<file path="config.mk">
export PLATFORM = sky130hd
export DESIGN_NAME = dmem_requester_flat
export DESIGN_NICKNAME = d
export VERILOG_FILES = /design/src/rtl/dmem_pkg.sv /design/src/rtl/dmem_requester_if.sv /design/src/rtl/dmem_requester.sv /design/src/flat_wrapper.sv
export SDC_FILE = /design/constraint.sdc
export NUM_CORES = 1
export LEC_CHECK = 0
export CAP_MARGIN = 20
export CORE_MARGIN = 2
export CORE_UTILIZATION = 42
export DETAILED_ROUTE_END_ITERATION = 7
export PLACE_DENSITY_LB_ADDON = 0.08
export SLEW_MARGIN = 20
export SYNTH_ARGS = -nofsm -noshare
export SYNTH_HDL_FRONTEND = slang
export SYNTH_SLANG_ARGS = --single-unit
</file>
<file path="constraint.sdc">
create_clock -name clk -period 2.1 [get_ports clk]
set_input_delay 0.42 -clock clk [delete_from_list [all_inputs] [get_ports clk]]
set_output_delay 0.42 -clock clk [all_outputs]
set_load 0.02 [all_outputs]
</file>
<file path="src/rtl/dmem_pkg.sv">
// Shared definitions for the data-memory requester and its memory model.
// State encoding, memory window constants and access direction codes.
package dmem_pkg;

  typedef enum logic [1:0] {
    S_IDLE  = 2'd0,
    S_ISSUE = 2'd1,
    S_WAIT  = 2'd2,
    S_RESP  = 2'd3
  } state_t;

  localparam int unsigned DMEM_BASE  = 4096;
  localparam int unsigned DMEM_DEPTH = 16;

  localparam logic RW_READ  = 1'b0;
  localparam logic RW_WRITE = 1'b1;

  // 33-bit bound so base+depth can never wrap
  function automatic logic in_range(
    input logic [31:0] a,
    input int unsigned base,
    input int unsigned depth
  );
    logic [32:0] lo;
    logic [32:0] hi;
    lo = {1'b0, base};
    hi = lo + {1'b0, depth};
    return ({1'b0, a} >= lo) && ({1'b0, a} < hi);
  endfunction

endpackage

</file>
<file path="src/rtl/dmem_requester_if.sv">
// Requester-to-data-memory strobe/ready bus.
// master = requester side, slave = memory side.
interface dmem_requester_if;
  import dmem_pkg::*;

  logic        mem_valid;
  logic        mem_rw;
  logic [31:0] mem_addr;
  logic [31:0] mem_wr_data;
  logic [31:0] mem_rd_data;
  logic        mem_ready;

  modport master (
    output mem_valid,
    output mem_rw,
    output mem_addr,
    output mem_wr_data,
    input  mem_rd_data,
    input  mem_ready
  );

  modport slave (
    input  mem_valid,
    input  mem_rw,
    input  mem_addr,
    input  mem_wr_data,
    output mem_rd_data,
    output mem_ready
  );

endinterface

</file>
<file path="src/rtl/dmem_requester.sv">
// MEM-stage initiator: one load/store at a time to the data memory,
// with range check, ready timeout and saturating error counter.
module dmem_requester
  import dmem_pkg::*;
#(
  parameter int unsigned ADDR_BASE  = DMEM_BASE,
  parameter int unsigned ADDR_DEPTH = DMEM_DEPTH,
  parameter int unsigned TIMEOUT    = 8
) (
  input  logic        clk,
  input  logic        rst_n,
  input  logic        i_req_valid,
  input  logic        i_req_rw,
  input  logic [31:0] i_req_addr,
  input  logic [31:0] i_req_wr_data,
  output logic        o_stall,
  output logic        o_resp_valid,
  output logic        o_resp_err,
  output logic [31:0] o_resp_rd_data,
  output logic [7:0]  o_err_count,
  dmem_requester_if.master mem
);

  localparam int CW = $clog2(TIMEOUT + 1);

  state_t        r_state;
  state_t        w_next;
  logic [CW-1:0] r_tcnt;
  logic [CW-1:0] w_tcnt_d;
  logic [CW-1:0] w_tcnt_inc;
  logic          w_in_range;
  logic          w_issue;
  logic          w_ok;
  logic          w_err_go;
  logic          w_is_load;

  logic          r_mem_valid;
  logic          r_mem_rw;
  logic [31:0]   r_mem_addr;
  logic [31:0]   r_mem_wr_data;
  logic          r_resp_valid;
  logic          r_resp_err;
  logic [31:0]   r_resp_rd_data;
  logic [7:0]    r_err_cnt;

  assign w_in_range = in_range(i_req_addr, ADDR_BASE, ADDR_DEPTH);
  assign w_tcnt_inc = r_tcnt + CW'(1);
  assign w_is_load  = (r_mem_rw != RW_WRITE);

  always_ff @(posedge clk or negedge rst_n) begin
    if (!rst_n) r_state <= S_IDLE;
    else        r_state <= w_next;
  end

  always_comb begin
    w_next   = r_state;
    w_tcnt_d = r_tcnt;
    w_issue  = 1'b0;
    w_ok     = 1'b0;
    w_err_go = 1'b0;
    unique case (r_state)
      S_IDLE: begin
        if (i_req_valid) begin
          if (w_in_range) begin
            w_next  = S_ISSUE;
            w_issue = 1'b1;
          end else begin
            w_next   = S_RESP;
            w_err_go = 1'b1;
          end
        end
      end
      S_ISSUE: begin
        w_next   = S_WAIT;
        w_tcnt_d = '0;
      end
      S_WAIT: begin
        if (mem.mem_ready) begin
          w_next = S_RESP;
          w_ok   = 1'b1;
        end else begin
          w_tcnt_d = w_tcnt_inc;
          if (w_tcnt_inc == CW'(TIMEOUT)) begin
            w_next   = S_RESP;
            w_err_go = 1'b1;
          end
        end
      end
      S_RESP:  w_next = S_IDLE;
      default: w_next = S_IDLE;
    endcase
  end

  always_ff @(posedge clk or negedge rst_n) begin
    if (!rst_n) begin
      r_mem_valid    <= 1'b0;
      r_mem_rw       <= RW_READ;
      r_mem_addr     <= '0;
      r_mem_wr_data  <= '0;
      r_resp_valid   <= 1'b0;
      r_resp_err     <= 1'b0;
      r_resp_rd_data <= '0;
      r_err_cnt      <= '0;
      r_tcnt         <= '0;
    end else begin
      r_mem_valid  <= w_issue;
      r_resp_valid <= w_ok | w_err_go;
      r_resp_err   <= w_err_go;
      r_tcnt       <= w_tcnt_d;
      if (w_issue) begin
        r_mem_rw      <= i_req_rw;
        r_mem_addr    <= i_req_addr;
        r_mem_wr_data <= i_req_wr_data;
      end
      if (w_ok && w_is_load)
        r_resp_rd_data <= mem.mem_rd_data;
      if (w_err_go && r_err_cnt != 8'hFF)
        r_err_cnt <= r_err_cnt + 8'd1;
    end
  end

  assign o_stall = (r_state == S_IDLE && i_req_valid)
                 || r_state == S_ISSUE
                 || r_state == S_WAIT;

  assign o_resp_valid   = r_resp_valid;
  assign o_resp_err     = r_resp_err;
  assign o_resp_rd_data = r_resp_rd_data;
  assign o_err_count    = r_err_cnt;

  assign mem.mem_valid   = r_mem_valid;
  assign mem.mem_rw      = r_mem_rw;
  assign mem.mem_addr    = r_mem_addr;
  assign mem.mem_wr_data = r_mem_wr_data;

endmodule

</file>
<file path="src/flat_wrapper.sv">
// flat-port wrapper written by rule: the top's interface ports become plain ports
module dmem_requester_flat import dmem_pkg::*;
#(
  parameter int unsigned ADDR_BASE  = DMEM_BASE,
  parameter int unsigned ADDR_DEPTH = DMEM_DEPTH,
  parameter int unsigned TIMEOUT    = 8
)
  (clk, rst_n, i_req_valid, i_req_rw, i_req_addr, i_req_wr_data, o_stall, o_resp_valid, o_resp_err, o_resp_rd_data, o_err_count, mem_mem_valid, mem_mem_rw, mem_mem_addr, mem_mem_wr_data, mem_mem_rd_data, mem_mem_ready);
  dmem_requester_if mem_i ();
  input  logic clk;
  input  logic rst_n;
  input  logic i_req_valid;
  input  logic i_req_rw;
  input  logic [31:0] i_req_addr;
  input  logic [31:0] i_req_wr_data;
  output logic o_stall;
  output logic o_resp_valid;
  output logic o_resp_err;
  output logic [31:0] o_resp_rd_data;
  output logic [7:0] o_err_count;
  output wire logic [$bits(mem_i.mem_valid)-1:0] mem_mem_valid;
  output wire logic [$bits(mem_i.mem_rw)-1:0] mem_mem_rw;
  output wire logic [$bits(mem_i.mem_addr)-1:0] mem_mem_addr;
  output wire logic [$bits(mem_i.mem_wr_data)-1:0] mem_mem_wr_data;
  input wire logic [$bits(mem_i.mem_rd_data)-1:0] mem_mem_rd_data;
  input wire logic [$bits(mem_i.mem_ready)-1:0] mem_mem_ready;
  assign mem_mem_valid = mem_i.mem_valid;
  assign mem_mem_rw = mem_i.mem_rw;
  assign mem_mem_addr = mem_i.mem_addr;
  assign mem_mem_wr_data = mem_i.mem_wr_data;
  assign mem_i.mem_rd_data = mem_mem_rd_data;
  assign mem_i.mem_ready = mem_mem_ready;
  dmem_requester #(.ADDR_BASE(ADDR_BASE), .ADDR_DEPTH(ADDR_DEPTH), .TIMEOUT(TIMEOUT)) u_core (.clk(clk), .rst_n(rst_n), .i_req_valid(i_req_valid), .i_req_rw(i_req_rw), .i_req_addr(i_req_addr), .i_req_wr_data(i_req_wr_data), .o_stall(o_stall), .o_resp_valid(o_resp_valid), .o_resp_err(o_resp_err), .o_resp_rd_data(o_resp_rd_data), .o_err_count(o_err_count), .mem(mem_i));
endmodule
</file>
## Word level (Yosys, flattened, before mapping)

Index checks and enable logic that the tools add are counted.

| cells by class | value |
|---|---|
| $add $sub $neg | 2 |
| order comparisons | 2 |
| equal/unequal tests | 8 |
| multiplexer cells | 17 |
| bitwise gates (word level) | 2 |
| reduce and logical (&&, ||, !) cells | 10 |

Operators with widths:

| cell | count |
|---|---|
| 32-bit by 13-bit greater-or-equal comparator with 1-bit output, second input constant | 1 |
| 32-bit by 13-bit less-than comparator with 1-bit output, second input constant | 1 |
| 1-bit two-way mux | 9 |
| 8-bit by 1-bit adder with 8-bit output, second input constant | 1 |
| 2-bit two-way mux | 4 |
| 8-bit inequality test, second input constant | 1 |
| 2-bit case mux with 4 select lines | 1 |
| 4-bit case mux with 2 select lines | 1 |
| 4-bit by 1-bit adder with 4-bit output, second input constant | 1 |
| 2-bit == test, second input constant | 2 |
| 4-bit == test, second input constant | 1 |
| 1-bit logical AND | 4 |
| 4-bit two-way mux | 1 |
| 2-bit inequality test, second input constant | 2 |
| 2-bit AND reduction | 2 |
| 3-bit by 2-bit inequality test with 1-bit output, second input constant | 1 |
| 2-bit by 1-bit == test with 1-bit output, second input constant | 1 |
| 2-bit logical NOT | 1 |
| 1-bit logical OR | 2 |
| 1-bit case mux with 2 select lines | 1 |
| 2-bit nonzero test | 1 |
| 1-bit NOT | 1 |
| 1-bit OR | 1 |

| word-level totals | value |
|---|---|
| register bits after elaboration | 114 |
| word-level logic and storage cells | 51 |

## Longest topological paths before layout

Gate-level depths: netlist (run 1).

| depth | value |
|---|---|
| depth after elaboration | 6 |
| mapped depth | 7 |
| gate-level depth less buffers | 7 |

## Worst setup path before layout (run 1)

OpenSTA, ideal clock, no wires.

| path | value |
|---|---|
| path kind | input port to flip-flop |
| from | input i_req_addr[20] |
| to | register u_core.r_mem_addr[0] (netlist: u_core.mem.mem_addr[0]) |
| setup time | 0.125 ns |
| arrival | 1.737 ns |
| data required time | 1.975 ns |
| path slack | 0.238 ns |
| cell stages on the path | 7 |
| buffers on the path | 2 |
| path through | nor4_1 nand4_1 nor2_1 and3_4 buf_12 buf_12 mux2_4 |

| between the ends | value |
|---|---|
| longest elaborated chain between the ends | 5 |
| elaborated cells between the ends (all ways) | 6 |
| those cells by class | order compare (2); mux (3); reduce/logical (1) |

Ends and longest elaborated chain:

| element | RTL line | text |
|---|---|---|
| start: declaration | flat_wrapper.sv:14 | `input logic [31:0] i_req_addr;` |
| 32-bit by 13-bit greater-or-equal comparator with 1-bit output or 32-bit by 13-bit less-than comparator with 1-bit output (tied branches) | dmem_pkg.sv:28 | `return ({1'b0, a} >= lo) && ({1'b0, a} < hi);` |
| 1-bit logical AND (*) | dmem_pkg.sv:28 |  |
| 1-bit two-way mux (*) | dmem_requester.sv:64 | `if (w_in_range) begin` |
| 1-bit two-way mux (*) | dmem_requester.sv:63 | `if (i_req_valid) begin` |
| 1-bit two-way mux (*) | dmem_requester.sv:61 | `unique case (r_state)` |
| end signal: assignment | dmem_requester.sv:112 | `r_mem_addr <= i_req_addr;` |
| end: declaration | dmem_requester.sv:39 | `logic [31:0] r_mem_addr;` |

Mark *: on every way between the ends. The rest lies on a longest branch, timed or not.
A chain may end at the register's enable or synchronous reset.

## Final worst setup path (run 1)

| path | value |
|---|---|
| from | register u_core.r_state[0] |
| to | output o_stall |

| between the ends | value |
|---|---|
| longest elaborated chain between the ends | 4 |
| elaborated cells between the ends (all ways) | 6 |
| those cells by class | eq/ne (2); reduce/logical (4) |

Ends and longest elaborated chain:

| element | RTL line | text |
|---|---|---|
| start: declaration | dmem_requester.sv:26 | `state_t r_state;` |
| start signal: assignment | dmem_requester.sv:52 | `else r_state <= w_next;` |
| 2-bit logical NOT | dmem_requester.sv:122 | `assign o_stall = (r_state == S_IDLE && i_req_valid)` |
| 1-bit logical AND | dmem_requester.sv:122 |  |
| 1-bit logical OR | dmem_requester.sv:123 | `\|\| r_state == S_ISSUE` |
| 1-bit logical OR (*) | dmem_requester.sv:124 | `\|\| r_state == S_WAIT;` |
| end: declaration | flat_wrapper.sv:16 | `output logic o_stall;` |

Marks and branches as above.

==> results of run 1 <==
==> layer usage <==
| layer | GRT usage | up-vias | share of wire |
|---|---|---|---|
| met5 | 0 | - | 0 |
| met4 | 0.0888 | 0 | 0.022 |
| met3 | 0.0646 | 17 | 0.076 |
| met2 | 0.334 | 134 | 0.50 |
| met1 | 0.234 | 1658 | 0.40 |
| li1 | - | 1552 | - |
==> repair_timing <==
action | CTS | global route
endpoints found under the setup margin | 1 | 1
hold buffers | 1 | 0
pin swaps | 0 | 0
resized for setup | 6 | 0
endpoints found under the hold margin | 33 | 0
buffers inserted | 0 | 0
==> synthesized netlist by cell type (6+ instances only) <==
cell	n
buf_2	6
dfrtp_1	114
ha_1	6
mux2_2	40
mux2_4	30
nand2_1	11
nand3_1	6
nor2b_1	29
nor4_1	6
o21ai_0	6
==> worst max-delay path by stage <==
stage	startpoint	to	slack [ns]	depth (start not counted)
CTS	u_core.r_state[0]	o_stall	0.03	4
finish	u_core.r_state[0]	o_stall	0.06	4
global placement	i_req_addr[20]	u_core.mem.mem_wr_data[20]	-0.28	7
floorplan	i_req_addr[20]	u_core.mem.mem_addr[0]	0.24	7
global route	u_core.r_state[0]	o_stall	-0.03	4
detailed placement	i_req_addr[20]	u_core.mem.mem_wr_data[16]	-0.34	7
==> per-stage QoR <==
step / util / total power [W]
after floorplan: - / 0.00420
after global placement: 0.648 / 0.00544
after detailed placement: 0.648 / 0.00551
after CTS: 0.704 / 0.00844
after global routing: 0.704 / 0.00874
final: 0.704 / 0.00834
==> kinds of logic after synthesis <==
family / Yosys count / synth area share
compound gates: 21 / 0.0327
xor+xnor: 8 / 0.0152
fa+ha+maj: 6 / 0.0162
buf+inv: 17 / 0.0295
flops: 114 / 0.617
mux: 73 / 0.202
simple gates: 70 / 0.0874
==> sequential cells by signal (all words and copies together) (netlist names) <==
name	cells
u_core.o_resp_valid	1
u_core.r_state	2
u_core.o_resp_err	1
u_core.mem.mem_wr_data	32
u_core.mem.mem_addr	32
u_core.o_err_count	8
u_core.mem.mem_rw	1
u_core.o_resp_rd_data	32
u_core.mem.mem_valid	1
u_core.r_tcnt	4
==> worst register-to-register path: stages, from the launching register on <==
cell     delay, ns
dfrtp_1       0.44
ha_1          0.28
nor3_1        0.30
a22oi_2       0.12
buf_4         0.18
a21oi_2       0.17
mux2_2        0.34
==> cell type report <==
cell class | count | area [um2]
clock buffer | 22 | 473
tap | 140 | 175
clock inverter | 10 | 130
multi-input combinational | 178 | 1640
timing repair buffer | 231 | 2310
fill | 784 | 3190
inverter | 5 | 18.8
sequential | 114 | 2850
==> where the power goes <==
group | internal, W | leakage, nW | switching [W] | total [W]
combinational | 0.00138 | 1.61 | 0.00117 | 0.00255
clock | 0.00192 | 0.297 | 0.000964 | 0.00288
sequential | 0.00263 | 1.50 | 0.000279 | 0.00291
total | 0.00593 | 3.41 | 0.00241 | 0.00834
==> out/metrics.yaml, run 1 <==
timing:
  finalClockSkew_ns: 0.00594
  period_needed_ns: 2.04
  worst_slack_ns: 0.0578
  fmax_mhz: 490
  slew_headroom: 0.669
  whs_ns: 0.418
  setup_tns_ns: 0
  tightest_slew_ns: 0.497
  rsz0062_at_grt: "true"
  slew_viol_final: 0
  finalSetupViolCount: 0
  hold_viol: 0
  finalCritPeriodShare: 0.972
routing:
  antenna_left: 0
  drcViolationCount: 0
  dr.first_iter.drc_count: 133
  via_per_inst: 4.80
  avgRoutedWirePerCell_um: 16.3
  dr.pass1.iters: 4
  vias: 3361
  finalWirelength_mm: 11.4
yosys:
  async_reset_ff_frac: 1.00
  syn-mean-instance-area_um2: 15.0
  synth_top_area_frac: 0.617
  ys_ff_latch: 114
  synth_flop_cell: "dfrtp_1"
  ys_types: 36
  synth.cell_area_mm2: 0.00462
  synth_edf_count: 0
  seq_area_frac_synth: 0.617
  synthTopCellsByArea: "dfrtp_1 62%, mux2_2 9.7%, mux2_4 9.7%, nor2b_1 3.9%, buf_12 1.7%"
  yosys.area.top_type: "dfrtp_1"
  synth_nets: 416
  syn-instance-count: 309
  synth_warnings: 0
cells_and_area:
  drive_above_1_share: 0.236
  diodes: 0
  instances_no_fill: 700
  stdcell_area_mm2: 0.00760
  area_delta_synth_final_pct: 64.5
  final_nets: 654
  final_cell_mix: "207 x clkdlybuf4s50_1, 114 x dfrtp_1, 40 x mux2_2"
  mostFrequentLayoutCell: "clkdlybuf4s50_1"
worst_setup_path:
  critPathTopFamily: "flip-flops"
  critPathSlowestCell: "dfrtp_1"
  r2r_cells: 6
  slowest_delay_ns: 0.37
  worstPathRequired_ns: 1.68
  endpoint_kind: "primary output"
  cp_max_fo: 7
  reg2reg_slack_ns: 0.15
  reg2reg_to: "u_core.o_err_count[1]"
  cp-start-kind: "flip-flop"
  worst-path-buf-inv: 2
  cp.arrival_ns: 1.62
  path_cells: "inv_1 > ha_2 > a211o_1 > buf_2"
  crit_type: "flip-flop to primary output"
  r2r-start: "u_core.r_tcnt[0]"
placement:
  postPlaceCellArea_mm2: 0.00699
  dp_hpwl_mm: 8.21
  place_ws_ns: -0.344
  place_congestion: 0.825
  port_buffers: 209
  dp.cells: 667
global_routing:
  grt_usage: 0.199
  grt_max_degree: 37
  grt_pass1_vias: 3550
  grt.overflow.total: 0
  grt_pass1_wl_mm: 17.8
  antenna_found_initial: 0
cts:
  cts_tree: "done"
  cts.path.max_buffers: 2
  clk_latency_ns: 0.51
  cts_max_level: 4
  path_clk_slew_ns: 0.05
  clockRootBuffer: "clkbuf_8"
  cts.sink_count: 114
  cts_buffers: 17
floorplanning:
  die_w_um: 109
  ios: 210
  initial_utilization: 0.428
  core_region_area_mm2: 0.0108
  num_rows: 38
  die_y_um: 109
  dieArea_mm2: 0.0119
pwr:
  power_density_mw_per_mm2: 1100
  irDropWorstVdd_mv: 0.817
  p_leak_nw: 3.41
hold_path:
  hold_class: "primary input to asynchronous set/reset pin"
run:
  drv_cap: 0
status:
  status: "completed"
(Power assumes the default switching activity.)
==> inputs of run 2 (changes only) <==
--- a/config.mk
+++ b/config.mk
@@ -7,8 +7,10 @@
 export LEC_CHECK = 0
 export CAP_MARGIN = 20
 export CORE_MARGIN = 2
-export CORE_UTILIZATION = 42
+export CORE_UTILIZATION = 43
+export CTS_BUF_LIST = sky130_fd_sc_hd__clkbuf_4 sky130_fd_sc_hd__clkbuf_8
 export DETAILED_ROUTE_END_ITERATION = 7
+export GPL_TIMING_DRIVEN = 0
 export PLACE_DENSITY_LB_ADDON = 0.08
 export SLEW_MARGIN = 20
 export SYNTH_ARGS = -nofsm -noshare
==> run 2 against run 1 <==
Against the previous run: combinational power hardly changed; non-clock buffer count down 7; flip-flop and latch count is the same; core utilization grew 1.1 points; critical path depth is 4 higher; maximum frequency up 1.1%; register-to-register slack worse by 0.02 ns; critical path type is now primary input to flip-flop; largest power group unchanged; first-iteration DRC count decreased by 17%; sequential power is essentially flat; worst setup slack improved by 0.022 ns.
==> out/metrics.yaml, run 2 (same netlist as run 1, synthesis figures left out) <==
cells_and_area:
  area_delta_synth_final_pct: 60.4  # was 64.5%
  drive_above_1_share: 0.232  # was 0.236
  diodes: 0  # unchanged
  final_cell_mix: "207 x clkdlybuf4s50_1, 114 x dfrtp_1, 40 x mux2_2"  # unchanged
  final_util: 0.715  # was 0.704
  fillCellCount: 752  # was 784
  final_nets: 647  # was 654
  mostFrequentLayoutCell: "clkdlybuf4s50_1"  # unchanged
timing:
  fmax_mhz: 495  # was 490 MHz
  setup_tns_ns: 0  # unchanged
  rsz0062_at_grt: "false"  # was true
  finalCritPeriodShare: 0.962  # was 0.972
  period_needed_ns: 2.02  # was 2.04 ns
  worst_slack_ns: 0.0802  # was 0.0578 ns
  hold_viol: 0  # unchanged
  slew_viol_final: 0  # unchanged
  finalSetupViolCount: 0  # unchanged
  finalClockSkew_ns: 0.00660  # was 0.00594 ns
  tightest_slew_ns: 0.554  # was 0.497 ns
  slew_headroom: 0.631  # was 0.669
run:
  drv_cap: 0  # unchanged
worst_setup_path:
  crit_type: "primary input to flip-flop"  # was flip-flop to primary output
  cp-start-kind: "primary input"  # was flip-flop
  cp_max_fo: 10  # was 7
  worstPathRequired_ns: 2.39  # was 1.68 ns
  r2r_cells: 5  # was 6
  endpoint_kind: "flip-flop"  # was primary output
  reg2reg_slack_ns: 0.13  # was 0.15 ns
  setup.worst_path.end: "u_core.mem.mem_addr[1]"  # was o_stall
  crit_start: "i_req_addr[29]"  # was u_core.r_state[0]
  critPathSlowestCell: "clkdlybuf4s50_1"  # was dfrtp_1
  path_cells: "clkdlybuf4s50_1 > nor4_2 > nand4_1 > nor2_1 > and3_4 > buf_12 > buf_12 > mux2_4"  # was inv_1 > ha_2 > a211o_1 > buf_2
  cp.arrival_ns: 2.31  # was 1.62 ns
  path_common_cell: "buf_12"
  reg2reg_to: "u_core.o_err_count[1]"  # unchanged
  r2r-start: "u_core.r_tcnt[0]"  # unchanged
  slowest_delay_ns: 0.41  # was 0.37 ns
status:
  status: "completed"  # unchanged
cts:
  clk_latency_ns: 0.40  # was 0.51 ns
  cts.sink_count: 114  # unchanged
  cts_max_level: 4  # unchanged
  clockRootBuffer: "clkbuf_8"  # unchanged
  cts_tree: "done"  # unchanged
  cts_buffers: 17  # unchanged
  cts.path.max_buffers: 2  # unchanged
  path_clk_slew_ns: 0.06  # was 0.05 ns
routing:
  dr.pass1.iters: 4  # unchanged
  dr.first_iter.drc_count: 111  # was 133
  avgRoutedWirePerCell_um: 15.7  # was 16.3 um
  vias: 3296  # was 3,361
  finalWirelength_mm: 10.8  # was 11.4 mm
  antenna_left: 0  # unchanged
  drcViolationCount: 0  # unchanged
  via_per_inst: 4.79  # was 4.80
placement:
  place_ws_ns: -0.387  # was -0.344 ns
  place_congestion: 0.746  # was 0.825
  dp_hpwl_mm: 7.98  # was 8.21 mm
  port_buffers: 209  # unchanged
floorplanning:
  num_rows: 37  # was 38
  dieArea_mm2: 0.0116  # was 0.0119 mm2
  ios: 210  # unchanged
  die_y_um: 108  # was 109 um
  die_w_um: 108  # was 109 um
  core_region_area_mm2: 0.0104  # was 0.0108 mm2
  initial_utilization: 0.446  # was 0.428
global_routing:
  grt_usage: 0.193  # was 0.199
  grt_pass1_wl_mm: 17.1  # was 17.8 mm
  grt_pass1_vias: 3560  # was 3,550
  antenna_found_initial: 0  # unchanged
  grt_max_degree: 62  # was 37
  grt.overflow.total: 0  # unchanged
hold_path:
  hold_class: "flip-flop to flip-flop"  # was primary input to asynchronous set/reset pin
pwr:
  irDropWorstVdd_mv: 0.665  # was 0.817 mV
  p_leak_nw: 3.31  # was 3.41 nW
  power_density_mw_per_mm2: 1050  # was 1100 mW/mm2
-- run 2: cell count changes in the layout (fill, tap and decap cells not counted), moves of 3 or more --
cell,before,now
buf_4,17,2
buf_2,1,6
clkbuf_8,5,17
bufinv_16,3,6
clkbuf_16,16,0
clkbuf_4,0,3
-- run 2: metal layers --
layer,global-route usage,vias to the layer above,share of wire
met1,0.244,1612,0.42
met5,0,-,0
met4,0.0815,0,0.022
met3,0.0605,16,0.075
met2,0.307,131,0.48
li1,-,1537,-
-- run 2: worst min path at each step --
stage | slack [ns] | depth (start not counted) | endpoint | from
floorplan | 0.12 | 0 | u_core.mem.mem_addr[0] | rst_n
global placement | 0.45 | 1 | u_core.mem.mem_addr[12] | u_core.mem.mem_addr[12]
detailed placement | 0.44 | 1 | u_core.mem.mem_wr_data[10] | rst_n
CTS | 0.48 | 1 | u_core.mem.mem_addr[12] | u_core.mem.mem_addr[12]
global route | 0.50 | 1 | u_core.mem.mem_addr[12] | u_core.mem.mem_addr[12]
finish | 0.48 | 1 | u_core.mem.mem_addr[12] | u_core.mem.mem_addr[12]
-- run 2: critical path: cells and delay by family --
kind | cells | cell delay (ns)
AND/OR/NAND/NOR | 4 | 0.87
multiplexers | 1 | 0.30
buffers and inverters | 3 | 0.71
-- run 2: power by group --
part	internal, W	total, W	switching (W)
combinational	0.00136	0.00252	0.00115
clock	0.00154	0.00238	0.000835
sequential	0.00263	0.00290	0.000274
total	0.00553	0.00779	0.00226
-- run 2: what timing repair did --
| item | CTS | global route |
|---|---|---|
| buffers inserted | 0 | 1 |
| hold endpoints to repair | 47 | 0 |
| pin swaps | 0 | 0 |
| hold buffers | 1 | 0 |
| gates resized for setup | 6 | 8 |
| endpoints found under the setup margin | 1 | 33 |
-- run 2: through the flow --
stage               cells  hold slack (ns)  power [W]  cell area (um2)
finish                688            0.478    0.00779             7420
global route          688            0.502    0.00820             7420
CTS                   687            0.485    0.00785             7380
detailed placement    655            0.438    0.00545             6910
global placement      654            0.454    0.00537             6890
floorplan             309            0.124    0.00420             4620
-- run 2: area by class of cell --
cell class | instances | area [um2] | share of cell area
repair buffers | 212 | 2130 | 0.288
flip-flops and latches | 114 | 2850 | 0.385
well taps | 136 | 170 | 0.0229
inverters | 5 | 18.8 | 0.00253
clock buffers | 19 | 249 | 0.0336
clock inverters | 12 | 213 | 0.0287
multi-input cells | 178 | 1660 | 0.223
plain buffers | 12 | 124 | 0.0167
==> inputs of run 3 (changes only) <==
--- a/config.mk
+++ b/config.mk
@@ -10,8 +10,8 @@
 export CORE_UTILIZATION = 43
 export CTS_BUF_LIST = sky130_fd_sc_hd__clkbuf_4 sky130_fd_sc_hd__clkbuf_8
 export DETAILED_ROUTE_END_ITERATION = 7
-export GPL_TIMING_DRIVEN = 0
 export PLACE_DENSITY_LB_ADDON = 0.08
+export SKIP_LAST_GASP = 1
 export SLEW_MARGIN = 20
 export SYNTH_ARGS = -nofsm -noshare
 export SYNTH_HDL_FRONTEND = slang
==> run 3 against run 2 <==
Against the previous run: die area is the same; clock skew grew 0.0022 ns; core utilization grew 0.17 points; total power shrank 2.5%; sequential power is essentially flat; worst hold slack lost 0.0038 ns; global-route usage is essentially flat; design area grew 0.24%; register-to-register slack lost 0.04 ns; combinational power grew 2%; sequential share of layout area shrank 0.091 points; maximum frequency shrank 0.57%.
==> out/metrics.yaml, run 3 (same netlist as run 1, synthesis figures left out) <==
status:
  status: "completed"  # unchanged
global_routing:
  grt.overflow.total: 0  # unchanged
  grt_max_degree: 37  # was 62
  antenna_found_initial: 0  # unchanged
  grt_usage: 0.193  # about the same
  grt_pass1_wl_mm: 17.1  # unchanged
  grt_pass1_vias: 3560  # unchanged
pwr:
  p_sw_w: 0.00233  # was 0.00226 W
  power_w: 0.00760  # was 0.00779 W
  p_int_w: 0.00527  # was 0.00553 W
  p_leak_nw: 3.31  # about the same
  power_density_mw_per_mm2: 1020  # was 1050 mW/mm2
  irDropWorstVdd_mv: 0.623  # was 0.665 mV
  clkPwrFrac: 0.281  # was 0.305
  power.share.sequential: 0.382  # was 0.372
  p_comb_frac: 0.337  # was 0.323
  sw_frac_of_total: 0.306  # was 0.290
hold_path:
  min_delay_path_depth: 1  # unchanged
  hold_class: "flip-flop to flip-flop"  # unchanged
timing:
  finalCritPeriodShare: 0.967  # was 0.962
  fmax_mhz: 492  # was 495 MHz
  hold_viol: 0  # unchanged
  tightest_slew_ns: 0.489  # was 0.554 ns
  finalClockSkew_ns: 0.00876  # was 0.00660 ns
  slew_viol_final: 0  # unchanged
  slew_headroom: 0.674  # was 0.631
  period_needed_ns: 2.03  # was 2.02 ns
  rsz0062_at_grt: "true"  # was false
  finalSetupViolCount: 0  # unchanged
cells_and_area:
  area_delta_synth_final_pct: 60.8  # was 60.4%
  mostFrequentLayoutCell: "clkdlybuf4s50_1"  # unchanged
  final_nets: 654  # was 647
  fillCellCount: 750  # was 752
  diodes: 0  # unchanged
  final_cell_mix: "207 x clkdlybuf4s50_1, 114 x dfrtp_1, 40 x mux2_2"  # unchanged
  drive_above_1_share: 0.239  # was 0.232
  final_util: 0.717  # was 0.715
  stdcell_area_mm2: 0.00743  # was 0.00742 mm2
  instances_no_fill: 696  # was 688
routing:
  antenna_left: 0  # unchanged
  drcViolationCount: 0  # unchanged
  dr.pass1.iters: 6  # was 4
  dr.first_iter.drc_count: 119  # was 111
  via_per_inst: 4.80  # was 4.79
  vias: 3340  # was 3,296
  avgRoutedWirePerCell_um: 15.6  # was 15.7 um
  finalWirelength_mm: 10.9  # was 10.8 mm
worst_setup_path:
  crit_type: "flip-flop to primary output"  # was primary input to flip-flop
  worstPathRequired_ns: 1.68  # was 2.39 ns
  cp_max_fo: 4  # was 10
  r2r_cells: 8  # was 5
  cp-start-kind: "flip-flop"  # was primary input
  endpoint_kind: "primary output"  # was flip-flop
  cp.arrival_ns: 1.61  # was 2.31 ns
  reg2reg_slack_ns: 0.09  # was 0.13 ns
floorplanning:
  ios: 210  # unchanged
  die_w_um: 108  # unchanged
  die_y_um: 108  # unchanged
  core_region_area_mm2: 0.0104  # unchanged
  dieArea_mm2: 0.0116  # unchanged
  initial_utilization: 0.446  # unchanged
  num_rows: 37  # unchanged
run:
  drv_cap: 0  # unchanged
cts:
  cts.sink_count: 114  # unchanged
  cts.path.max_buffers: 2  # unchanged
  path_clk_slew_ns: 0.07  # was 0.06 ns
  clockRootBuffer: "clkbuf_8"  # unchanged
  cts_buffers: 17  # unchanged
  clk_latency_ns: 0.41  # was 0.40 ns
  cts_tree: "done"  # unchanged
  cts_max_level: 4  # unchanged
placement:
  dp_hpwl_mm: 8.11  # was 7.98 mm
  dp.cells: 663  # was 655
  postPlaceCellArea_mm2: 0.00699  # was 0.00691 mm2
  place_congestion: 0.770  # was 0.746
  port_buffers: 209  # unchanged
[run 3: cell count changes in the layout (fill, tap and decap cells not counted), moves of 2 or more]
| cell | change |
|---|---|
| buf_4 | +15 |
| buf_2 | -6 |
| clkinvlp_4 | +5 |
| clkinv_2 | -4 |
| bufinv_16 | -3 |
| clkbuf_4 | -2 |
| clkbuf_8 | +2 |
| clkinv_4 | +2 |
| ha_1 | +2 |
| ha_2 | -2 |
[run 3: power by group through the flow]
stage          combinational, W  sequential, W  clock (W)
6_report                0.00256        0.00290    0.00214
5_1_grt                 0.00274        0.00296    0.00231
4_1_cts                 0.00259        0.00291    0.00219
3_5_place_dp            0.00259        0.00294          0
3_3_place_gp            0.00253        0.00292          0
2_1_floorplan          0.000823        0.00338          0
[run 3: worst max-delay path, cell delays in order (launching register included)]
cell and delay (ns):
dfrtp_1 0.38, inv_1 0.08, ha_1 0.25, a211o_1 0.24, clkdlybuf4s15_2 0.26
[run 3: stage by stage]
step | hold WS (ns) | TNS, ns | setup WS (ns)
5_1_grt | 0.488 | -0.00414 | -0.00359
3_3_place_gp | 0.414 | -12.12 | -0.267
3_5_place_dp | 0.418 | -20.56 | -0.387
2_1_floorplan | 0.124 | 0 | 0.238
6_report | 0.474 | 0 | 0.0686
4_1_cts | 0.481 | 0 | 0.000746
[run 3: per-layer routing]
| layer | share of wire | up-vias | GRT usage |
|---|---|---|---|
| met1 | 0.40 | 1650 | 0.233 |
| met5 | 0 | - | 0 |
| li1 | - | 1546 | - |
| met2 | 0.51 | 132 | 0.319 |
| met4 | 0.011 | 0 | 0.0723 |
| met3 | 0.077 | 12 | 0.0672 |
[run 3: cell type report]
cell class | count | area [um2] | area share
inverters | 5 | 18.8 | 0.00252
clock buffers | 20 | 269 | 0.0362
clock inverters | 12 | 158 | 0.0212
well taps | 136 | 170 | 0.0229
multi-input cells | 178 | 1650 | 0.221
flip-flops and latches | 114 | 2850 | 0.384
repair buffers | 231 | 2320 | 0.312
[run 3: path summary, 6_finish.rpt]
check,start,end
worst max-delay path,u_core.r_state[0],o_stall
worst min-delay path,u_core.mem.mem_addr[12],u_core.mem.mem_addr[12]
worst max register to register,u_core.r_state[0],u_core.o_err_count[1]
worst min register to register,u_core.mem.mem_addr[12],u_core.mem.mem_addr[12]
max in group asynchronous,rst_n,u_core.mem.mem_wr_data[21]
min in group asynchronous,rst_n,u_core.mem.mem_wr_data[28]
[run 3: what timing repair did]
item | CTS | global route
pin swaps | 0 | 0
buffers inserted | 0 | 0
hold endpoints to repair | 33 | 0
gates resized for setup | 3 | 3
hold buffers | 1 | 0
endpoints found under the setup margin | 1 | 21
